$ cat src/rtl/clock_stepper_pkg.sv
// Shared types and constants for the CPU clock stepper.
// Optional step counter in the top module is enabled by CLOCK_STEPPER_COUNT_EN.
package clock_stepper_pkg;

    localparam int SYNC_STAGES = 2;

    typedef enum logic [1:0] {
        S_IDLE     = 2'd0,
        S_PULSE    = 2'd1,
        S_WAIT_REL = 2'd2
    } step_state_t;

    // Counter width that holds 0..n-1, never narrower than one bit.
    function automatic int count_width(input int n);
        return (n <= 2) ? 1 : $clog2(n);
    endfunction

endpackage

$ cat src/rtl/button_debouncer.sv
// Synchronizes an active-low raw push button, inverts it, and debounces it
// into an active-high stable level.
module button_debouncer
    import clock_stepper_pkg::*;
#(
    parameter int DEBOUNCE_CYCLES = 200_000
) (
    input  logic clk,
    input  logic reset,
    input  logic btn_n,
    output logic stable
);

    localparam int CW = count_width(DEBOUNCE_CYCLES);
    localparam logic [CW-1:0] LAST = CW'(DEBOUNCE_CYCLES - 1);

    logic [SYNC_STAGES-1:0] sync_q;
    logic                   sync_btn;
    logic [CW-1:0]          count;

    // Presets to all ones so a released button looks released out of reset.
    always_ff @(posedge clk or posedge reset) begin
        if (reset) begin
            sync_q <= '1;
        end else begin
            sync_q <= {sync_q[SYNC_STAGES-2:0], btn_n};
        end
    end

    assign sync_btn = ~sync_q[SYNC_STAGES-1];

    always_ff @(posedge clk or posedge reset) begin
        if (reset) begin
            count  <= '0;
            stable <= 1'b0;
        end else if (sync_btn == stable) begin
            count <= '0;
        end else if (count == LAST) begin
            stable <= sync_btn;
            count  <= '0;
        end else begin
            count <= count + 1'b1;
        end
    end

endmodule

$ cat src/rtl/clock_stepper.sv
// Single-cycle CPU clock enable: free-run divider or one step per debounced press.
// Define CLOCK_STEPPER_COUNT_EN to add the step_count debug output.
module clock_stepper
    import clock_stepper_pkg::*;
#(
    parameter int DIV_FACTOR      = 1_200_000,
    parameter int DEBOUNCE_CYCLES = 200_000
) (
    input  logic        clk,
    input  logic        reset,
    input  logic        run_sw,
    input  logic        step_btn_n,
    input  logic        halt,
    output logic        clk_en,
    output logic        run_active,
`ifdef CLOCK_STEPPER_COUNT_EN
    output logic [15:0] step_count,
`endif
    output logic        btn_stable
);

    localparam int DW = count_width(DIV_FACTOR);
    localparam logic [DW-1:0] DIV_LAST = DW'(DIV_FACTOR - 1);

    logic [SYNC_STAGES-1:0] run_sync;
    logic                   mode_chg;
    logic                   mode_chg_d;
    logic [DW-1:0]          divider;
    logic                   run_tick;
    logic                   btn_prev;
    logic                   btn_rise;
    logic                   pulse_req;
    logic                   en_next;
    step_state_t            state;
    step_state_t            next_state;

    button_debouncer #(
        .DEBOUNCE_CYCLES(DEBOUNCE_CYCLES)
    ) u_step_btn (
        .clk   (clk),
        .reset (reset),
        .btn_n (step_btn_n),
        .stable(btn_stable)
    );

    always_ff @(posedge clk or posedge reset) begin
        if (reset) begin
            run_sync   <= '0;
            run_active <= 1'b0;
            mode_chg_d <= 1'b0;
        end else begin
            run_sync   <= {run_sync[SYNC_STAGES-2:0], run_sw};
            run_active <= run_sync[SYNC_STAGES-1];
            mode_chg_d <= mode_chg;
        end
    end

    // High on the edge at which run_active is about to toggle.
    assign mode_chg = run_sync[SYNC_STAGES-1] ^ run_active;

    // Divider free-runs through halt and step mode; only a mode change clears it.
    always_ff @(posedge clk or posedge reset) begin
        if (reset) begin
            divider <= '0;
        end else if (mode_chg || divider == DIV_LAST) begin
            divider <= '0;
        end else begin
            divider <= divider + 1'b1;
        end
    end

    assign run_tick = run_active & (divider == DIV_LAST);
    assign btn_rise = btn_stable & ~btn_prev;

    always_ff @(posedge clk or posedge reset) begin
        if (reset) begin
            state    <= S_IDLE;
            btn_prev <= 1'b0;
        end else begin
            state    <= next_state;
            btn_prev <= btn_stable;
        end
    end

    // Parked in S_IDLE during run mode; edge detection means a button held
    // across a switch to step mode must be released before it can step.
    always_comb begin
        next_state = state;
        pulse_req  = 1'b0;
        if (mode_chg || run_active) begin
            next_state = S_IDLE;
        end else begin
            case (state)
                S_IDLE: begin
                    if (btn_rise) begin
                        next_state = halt ? S_WAIT_REL : S_PULSE;
                    end
                end
                S_PULSE: begin
                    pulse_req  = ~halt;
                    next_state = S_WAIT_REL;
                end
                S_WAIT_REL: begin
                    if (!btn_stable) begin
                        next_state = S_IDLE;
                    end
                end
                default: next_state = S_IDLE;
            endcase
        end
    end

    assign en_next = ~halt & ~mode_chg & ~mode_chg_d & (run_active ? run_tick : pulse_req);

    always_ff @(posedge clk or posedge reset) begin
        if (reset) begin
            clk_en <= 1'b0;
        end else begin
            clk_en <= en_next;
        end
    end

`ifdef CLOCK_STEPPER_COUNT_EN
    always_ff @(posedge clk or posedge reset) begin
        if (reset) begin
            step_count <= 16'd0;
        end else if (clk_en) begin
            step_count <= step_count + 16'd1;
        end
    end
`endif

endmodule
$ cat config.mk
export PLATFORM = sky130hd
export DESIGN_NAME = clock_stepper
export DESIGN_NICKNAME = d
export VERILOG_FILES = /design/src/rtl/clock_stepper_pkg.sv /design/src/rtl/button_debouncer.sv /design/src/rtl/clock_stepper.sv
export SDC_FILE = /design/constraint.sdc
export NUM_CORES = 1
export LEC_CHECK = 0
export CORE_MARGIN = 4
export CORE_UTILIZATION = 35
export DETAILED_ROUTE_END_ITERATION = 7
export SYNTH_ARGS = -nofsm -noshare
export SYNTH_HDL_FRONTEND = slang
export SYNTH_HIERARCHICAL = 1
export SYNTH_SLANG_ARGS = --single-unit
$ cat constraint.sdc
create_clock -name clk -period 2.2 [get_ports clk]
set_clock_uncertainty 0.05 [all_clocks]
set_input_delay 0.44 -clock clk [delete_from_list [all_inputs] [get_ports clk]]
set_output_delay 0.44 -clock clk [all_outputs]
set_load 0.01 [all_outputs]
Yosys cells after proc, flatten, opt, wreduce, memory -nomap -nowiden --
Cells that the tools add are included.
Word-level totals: register bits 50, logic and storage cells 47
Operators by class: add/subtract/negate cells 2, equality and inequality tests 7, bitwise logic cells 12, mux-type cells 11, reductions and logical operators 5
Operators by type and width (number):
- 18-bit two-way mux | 2
- 21-bit by 1-bit adder with 21-bit output, second input constant | 1
- 21-bit == test, second input constant | 1
- 21-bit two-way mux | 1
- 18-bit by 1-bit adder with 18-bit output, second input constant | 1
- 18-bit == test, second input constant | 1
- 2-bit two-way mux | 4
- 3-bit != test, second input constant | 2
- 1-bit inverter | 6
- 2-bit one-hot mux with 3 select lines | 1
- 1-bit bitwise AND | 5
- 2-bit AND reduction | 2
- 1-bit two-way mux | 3
- 2-bit by 1-bit == test with 1-bit output, second input constant | 1
- 2-bit == test, second input constant | 1
- 2-bit zero test | 1
- 1-bit logical OR | 2
- 1-bit == test | 1
- 1-bit bitwise XOR | 1

Logic depth before layout (Yosys ltp) --
Gate-level depths: netlist of the first run.
depth in word-level cells 5, gate-level depth with buffers 7

By module --
Netlist of the first run, hierarchy kept.
Modules (own cells, without submodules):
- clock_stepper | area each 1390.1 sq um, cells each 137, times used 1, sequential area each 725.7 sq um
- button_debouncer | area each 998.5 sq um, cells each 98, times used 1, sequential area each 528.0 sq um

Worst setup path before layout of the first run --
Ideal clock, no wire load.
path kind register to register, start register u_step_btn.count[0], end register u_step_btn.count[11], arrival 1714 ps, data required time 2031 ps, buffers on the path 2, setup time 119 ps, stages on the path, launching flop included 8, setup slack 317 ps, cells stage by stage dfrtp_1 ha_1 nand3_1 or2_2 clkbuf_1 o21ai_2 buf_4 nor2_1
On the way: word-level cells in the longest chain between the ends 3, elaborated cells between the ends (all ways) 4, classes of those cells 1 x add/sub; 1 x eq/ne; 2 x mux
RTL lines:
- start, declared | line button_debouncer.sv:19 | logic [CW-1:0] count;
- start signal, assigned | line button_debouncer.sv:42 | count <= count + 1'b1;
- 18-bit by 1-bit adder with 18-bit output or 18-bit == test (tied branches) | line button_debouncer.sv:42, button_debouncer.sv:38
- 18-bit two-way mux * | line button_debouncer.sv:38 | end else if (count == LAST) begin
- 18-bit two-way mux * | line button_debouncer.sv:36 | end else if (sync_btn == stable) begin
Mark *: on every way between the ends. The rest lies on a longest branch, timed or not. A chain may end at the register's enable or synchronous reset.

Worst setup path in the final report of the first run --
start register divider[0], end register divider[20]
On the way: word-level cells in the longest chain between the ends 3, elaborated cells between the ends (all ways) 4, classes of those cells 1 x add/sub; 1 x eq/ne; 1 x mux; 1 x reduce/logical
RTL lines:
- start, declared | line clock_stepper.sv:28 | logic [DW-1:0] divider;
- start signal, assigned | line clock_stepper.sv:68 | divider <= divider + 1'b1;
- parallel branches: the longest is 2 deep, another holds 21-bit by 1-bit adder with 21-bit output
- 21-bit two-way mux * | line clock_stepper.sv:65 | end else if (mode_chg || divider == DIV_LAST) begin
Every way passes the cells marked *.

==> results.md, run 1 <==
* Maxcap violations at 0
* Global-route wire length before repair at 7740 um
* Via count at around 1700
* Yosys warning count at 6
* Hold Fails Final Rpt at 0
* Die Y at between 90 and 100 um
* Maximum clock rate at 538 MHz
* VDD IR max at 0.000342 V
* Hold WC Path Type: flop to flop
* Nets@finish at about 260
* # DRC at 0
* CP Launch Type: flop
* Number of synthesized flops with an enable pin at 0
* Die ar. at 8210 um^2
* Post-CTS Setup Inserts at 0
* Pins Over Slew Limit at 0
* Number of global-route vias before repair at ~1600
* DRT iter0 DRCs at 123
* Mapped Cells at 235
* Place WS at 0.357 ns
* LEAKAGE at roughly 0.0011 uW
* Async SR Flop Fraction at 1.00
* CP max stage delay at 0.50 ns
* Status: complete, no violations
* PwrDens at just over 600 nW/um^2
* Hold-fix buffers at CTS at 0
* Slowest cell on the critical path: or4_1
* Skew-Pair Late Insertion Delay at 0.31 ns
* Final min period at around 1.9 ns
* Bufs and invs on worst path at 0
* Placed cell count at between 300 and 400
* Final period utilization at 0.845
* Vias per inst at 5.16
* Setup tns final at 0 ns
* Final setup viols at 0
* PostCTS Resize Cnt at 0
* Clk buf depth at 2
* Clk slew on worst S/H paths at 0.10 ns
* Post-route insts no fill at 328
* Max_slew headroom at 0.760
* CP required at 2.39 ns
* Mean Syn Cell Area at approximately 10 um^2
* Crit. End Element: flop
* Die Span X at 90.6 um
* WL per Instance at 12.9 um
* Cell count along the critical path at 5
* FF-to-FF path depth at 5
* Clock root cell: clkbuf_8
* Post-detail-place hpwl at a little over 3000 um
* Row cnt at 29
* CTS tree: yes
* Fin worst setup slack at roughly 0.34 ns
* Worst EP arrival at between 2 and 2.5 ns
* Unrepaired setup endpoints after global routing: false
* Yosys reg bits at 50
* Main synth FF type: dfrtp_1
* H-Tree Depth at 2
* Initial antenna violation count at 0
* Top Family by Delay on Critical Path: simple AND/OR/NAND/NOR gates
* Total Routed Length at about 4200 um
* Netlist area before placement at 2390 um^2
* IO Pins at 8
* Yosys cell types at 40
* Syn-to-layout area delta at 11.4%
* Largest net degree at the start of global routing at 30
* Router iterations before antenna repair at 4
* Worst hold path stage count at 0
* N_diodes at 0
* Routability cong. at 0.785
* Cells along the critical path: ha_1 -> and4_2 -> nand3_1 -> or4_1 -> a21oi_1
* Critical path type: flop to flop
* Grt total ovfl at 0
* Max Fanout on Critical Path at 5
* GRT Util Overall at 0.113
* Buffers on Ports at 7
* Fraction of layout cells with a size suffix above 1 at 0.112
* Starting Density at 0.368
* Num CTS Buffers at 5
* Syn Nets at 243
* Clk sinks at 50
* Slew @ Worst Pin at 0.359 ns
* Core area at 6490 um^2
* Final ANT Viol Nets at 0
* Sequential fraction of the synthesis area at 0.525
final timing paths:
check,start,to,slack (ns)
setup / recovery,divider[0]$_DFF_PP0_,divider[20]$_DFF_PP0_,0.34
hold / removal,u_step_btn/sync_q[0]$_DFF_PP1_,u_step_btn/sync_q[1]$_DFF_PP1_,0.31
setup reg to reg,divider[0]$_DFF_PP0_,divider[20]$_DFF_PP0_,0.34
hold reg to reg,u_step_btn/sync_q[0]$_DFF_PP1_,u_step_btn/sync_q[1]$_DFF_PP1_,0.31
max in group asynchronous,reset,divider[13]$_DFF_PP0_,1.36
min in group asynchronous,reset,u_step_btn/count[17]$_DFF_PP0_,0.43
synthesized netlist by cell type (3+ instances only):
| library cell | instances | area (um^2) |
|---|---|---|
| nand3_1 | 13 | 65.1 |
| nor4_1 | 6 | 37.5 |
| and2_1 | 4 | 25.0 |
| buf_4 | 3 | 22.5 |
| o21ai_0 | 7 | 35.0 |
| inv_1 | 13 | 48.8 |
| o31ai_1 | 5 | 37.5 |
| ha_1 | 3 | 37.5 |
| nand4_1 | 8 | 50.1 |
| and3_1 | 3 | 18.8 |
| nand2_1 | 13 | 48.8 |
| dfrtp_1 | 48 | 1200 |
| nor3_1 | 4 | 20.0 |
| or3_1 | 5 | 31.3 |
| xor2_1 | 8 | 70.1 |
| nor2_1 | 33 | 124 |
| or4_1 | 5 | 37.5 |
| a21oi_1 | 11 | 55.1 |
| xnor2_1 | 17 | 149 |
power by group:
part           total [uW]  switching (uW)  internal [uW]
clock network         572             333            238
registers             956            16.5            940
logic                88.3            54.6           33.6
total                1620             405           1210
stage by stage:
stage	hold slack, ns	utilization	instance area, um^2	power, uW
floorplan	0.281	-	2390	1030
global placement	0.286	0.395	2560	1060
detailed placement	0.291	0.395	2560	1070
CTS	0.315	0.410	2660	1650
global route	0.320	0.410	2660	1700
finish	0.312	0.410	2660	1620
cell families (layout without fill, tap and decap cells):
kind of cell             Yosys count  in the layout  synth area share
AO/OA/AOI/OAI                     29             29            0.0728
XOR/XNOR                          25             25            0.0917
flip-flops                        50             50             0.525
adder cells (fa/ha/maj)            3              3            0.0157
AND/OR/NAND/NOR                  110            110             0.259
buffers and inverters             18             34            0.0361
cell type report:
cell class,instances,area [um^2]
sequential,50,1250
tap,77,96.3
clock inverter,3,28.8
fill,633,3830
timing repair buffer,13,115
inverter,13,48.8
clock buffer,5,68.8
multi-input combinational,167,1050
state kept, by name (all words and copies together) (netlist names):
name,count
divider,21
u_step_btn/count,18
run_sync,2
state,2
u_step_btn/sync_q,2
btn_prev,1
clk_en,1
mode_chg_d,1
run_active,1
u_step_btn/stable,1
placed cells by master (no fill, tap or decap), types with 2 or more instances in the layout:
master	synthesis	final
a21oi_1	11	11
dfrtp_1	48	48
nor2_1	33	33
or3_2	2	2
clkdlybuf4s50_1	0	7
ha_1	3	3
inv_1	13	13
and2_1	4	4
xor2_1	8	8
and4_1	2	2
or4_1	5	5
dfstp_2	2	2
nand3_1	13	13
or3_1	5	5
or4_4	2	2
nand4_1	8	8
o21ai_0	7	7
nand2_1	13	13
buf_4	3	6
nor3_1	4	4
and3_1	3	3
nor4bb_1	2	2
o31ai_1	5	5
xnor2_1	17	17
nor4_1	6	6
clkbuf_8	0	5
routing by layer:
| metal | track usage | share of wire |
|---|---|---|
| met1 | 0.155 | 0.49 |
| met2 | 0.177 | 0.47 |
| met3 | 0.0283 | 0.029 |
| met4 | 0.0332 | 0.0059 |
| met5 | 0 | 0 |
Note: power is estimated with default switching activity, not from simulation.
==> run 2, diff against run 1 <==
Clock period 2.2 ns to 1.9 ns, I/O delays scaled along.
==> results.md, run 2 (same netlist as run 1, synthesis figures left out) <==
* Post-detail-place hpwl at 3140 um (was 3020 um)
* Most common cell after layout, fill and taps aside: dfrtp_1 (unchanged)
* Starting Density at 0.368 (unchanged)
* Global-route wire length before repair at 8080 um (was 7740 um)
* Router iterations before antenna repair at 4 (unchanged)
* DRT iter0 DRCs at 104 (was 123)
* Slowest cell on the critical path: or4_4 (was or4_1)
* Max_slew headroom at 0.792 (was 0.760)
* WL per Instance at 12.8 um (was 12.9 um)
* Syn-to-layout area delta at 16.6% (was 11.4%)
* CP Launch Type: flop (unchanged)
* Status: complete, no violations (unchanged)
* Num CTS Buffers at 5 (unchanged)
* Vias per inst at 5.07 (was 5.16)
* Via count at 1724 (was 1691)
* Worst hold path stage count at 0 (unchanged)
* Maxcap violations at 0 (unchanged)
* Final setup viols at 0 (unchanged)
* Worst Hold End: u_step_btn/sync_q[1]$_DFF_PP1_ (unchanged)
* Clock root cell: clkbuf_8 (unchanged)
* Largest register FFs at 21 (unchanged)
* Initial antenna violation count at 0 (unchanged)
* FF-to-FF path depth at 5 (unchanged)
* Unrepaired setup endpoints after global routing: false (unchanged)
* Max Fanout on Critical Path at 2 (was 5)
* Critical path type: flop to flop (unchanged)
* CP required at 2.09 ns (was 2.39 ns)
* Placed cell count at 331 (was 320)
* Core area at 6490 um^2 (unchanged)
* Fraction of layout cells with a size suffix above 1 at 0.163 (was 0.112)
* IO Pins at 8 (unchanged)
* Clk buf depth at 2 (unchanged)
* Clk slew on worst S/H paths at 0.10 ns (about the same)
* Row cnt at 29 (unchanged)
* Hold Startpoint: u_step_btn/sync_q[0]$_DFF_PP1_ (unchanged)
* Cells along the critical path: ha_1 -> nand3_1 -> or4_4 -> or3_1 -> a21oi_1 (was ha_1 -> and4_2 -> nand3_1 -> or4_1 -> a21oi_1)
* Slew @ Worst Pin at 0.308 ns (was 0.359 ns)
* Hold-fix buffers at CTS at 0 (unchanged)
* N_diodes at 0 (unchanged)
* Nets@finish at 270 (was 258)
* CP max stage delay at 0.54 ns (was 0.50 ns)
* Clk sinks at 50 (unchanged)
* Worst EP arrival at 1.98 ns (was 2.05 ns)
* Maximum clock rate at 558 MHz (was 538 MHz)
* PwrDens at 676 nW/um^2 (was 608 nW/um^2)
* Reg2reg setup slack at 0.11 ns (was 0.34 ns)
* Fillers at 614 (was 633)
* Final min period at 1.79 ns (was 1.86 ns)
* Largest registers: divider: 21 flops, u_step_btn/count: 18 flops (unchanged)
* LEAKAGE at 0.00114 uW (was 0.00107 uW)
* Die Y at 90.6 um (unchanged)
* Commonest non-fill, non-tap cells in the layout: dfrtp_1, nor2_1, xnor2_1, buf_4 (was dfrtp_1, nor2_1, xnor2_1)
* Total Routed Length at 4360 um (was 4220 um)
* # DRC at 0 (unchanged)
* Post-route insts no fill at 340 (was 328)
* CTS tree: yes (unchanged)
* Die Span X at 90.6 um (unchanged)
* Hold Fails Final Rpt at 0 (unchanged)
* Reg-to-Reg Start: u_step_btn/count[1]$_DFF_PP0_ (was divider[0]$_DFF_PP0_)
* Bufs and invs on worst path at 0 (unchanged)
* GRT Util Overall at 0.118 (was 0.113)
* Die ar. at 8210 um^2 (unchanged)
* Setup tns final at 0 ns (unchanged)
* Final ANT Viol Nets at 0 (unchanged)
* Number of global-route vias before repair at 1681 (was 1626)
* Top Family by Delay on Critical Path: simple AND/OR/NAND/NOR gates (unchanged)
* Worst reg2reg endpoint: u_step_btn/count[16]$_DFF_PP0_ (was divider[20]$_DFF_PP0_)
* H-Tree Depth at 2 (unchanged)
* Routability cong. at 0.801 (was 0.785)
* Grt total ovfl at 0 (unchanged)
* VDD IR max at 0.000312 V (was 0.000342 V)
* Largest net degree at the start of global routing at 22 (was 30)
* Crit. End Element: flop (unchanged)
* Final period utilization at 0.944 (was 0.845)
* Pins Over Slew Limit at 0 (unchanged)
* Hold WC Path Type: flop to flop (unchanged)
* Buffers on Ports at 7 (unchanged)
* Reg with most FFs: divider (unchanged)
* Skew-Pair Late Insertion Delay at 0.30 ns (was 0.31 ns)
## run 2: changes by cell type in the layout (fill, tap and decap cells not counted), sizes merged
cell,delta
buf,+12
## run 2: layout make-up
type,count,area (um^2),share of cell area
Clock inverter,3,28.8,0.0103
Sequential cell,50,1250,0.450
Inverter,13,48.8,0.0175
Multi-Input combinational cell,167,1070,0.385
Tap cell,77,96.3,0.0346
Clock buffer,5,68.8,0.0247
Timing Repair Buffer,25,218,0.0782
## run 2: how the worst max path moves through the flow
| stage | to | from | cells past startpoint |
|---|---|---|---|
| finish | u_step_btn/count[16]$_DFF_PP0_ | u_step_btn/count[1]$_DFF_PP0_ | 5 |
| global route | u_step_btn/count[16]$_DFF_PP0_ | u_step_btn/count[0]$_DFF_PP0_ | 5 |
| CTS | divider[19]$_DFF_PP0_ | divider[2]$_DFF_PP0_ | 4 |
| detailed placement | divider[19]$_DFF_PP0_ | divider[3]$_DFF_PP0_ | 4 |
| global placement | divider[19]$_DFF_PP0_ | divider[2]$_DFF_PP0_ | 4 |
| floorplan | u_step_btn/count[12]$_DFF_PP0_ | u_step_btn/count[0]$_DFF_PP0_ | 7 |
## run 2: repair_timing
item,CTS,global route
resized for setup,0,4
endpoints found under the setup margin,0,7
buffers inserted,0,1
## run 2: through the flow
stage	util	cell area, um^2	worst slack [ns]	power (uW)	hold slack [ns]
3_5_place_dp	0.409	2660	0.0553	1240	0.289
6_report	0.429	2790	0.107	1880	0.308
2_1_floorplan	-	2390	0.0169	1200	0.281
4_1_cts	0.424	2760	0.0237	1920	0.303
3_3_place_gp	0.409	2660	0.0710	1240	0.282
5_1_grt	0.429	2790	0.00130	1990	0.297
## run 2: routing by layer
metal | up-vias | GRT usage | share of wire
met4 | 0 | 0.0383 | 0.0078
li1 | 879 | - | -
met5 | - | 0 | 0
met2 | 13 | 0.180 | 0.46
met1 | 828 | 0.166 | 0.51
met3 | 4 | 0.0275 | 0.020
## run 2: report_power, final
group | internal [uW] | switching (uW) | leakage [uW]
clock network | 276 | 386 | 0.0000506
logic | 49.0 | 66.8 | 0.000409
registers | 1090 | 18.2 | 0.000678
total | 1410 | 471 | 0.00114
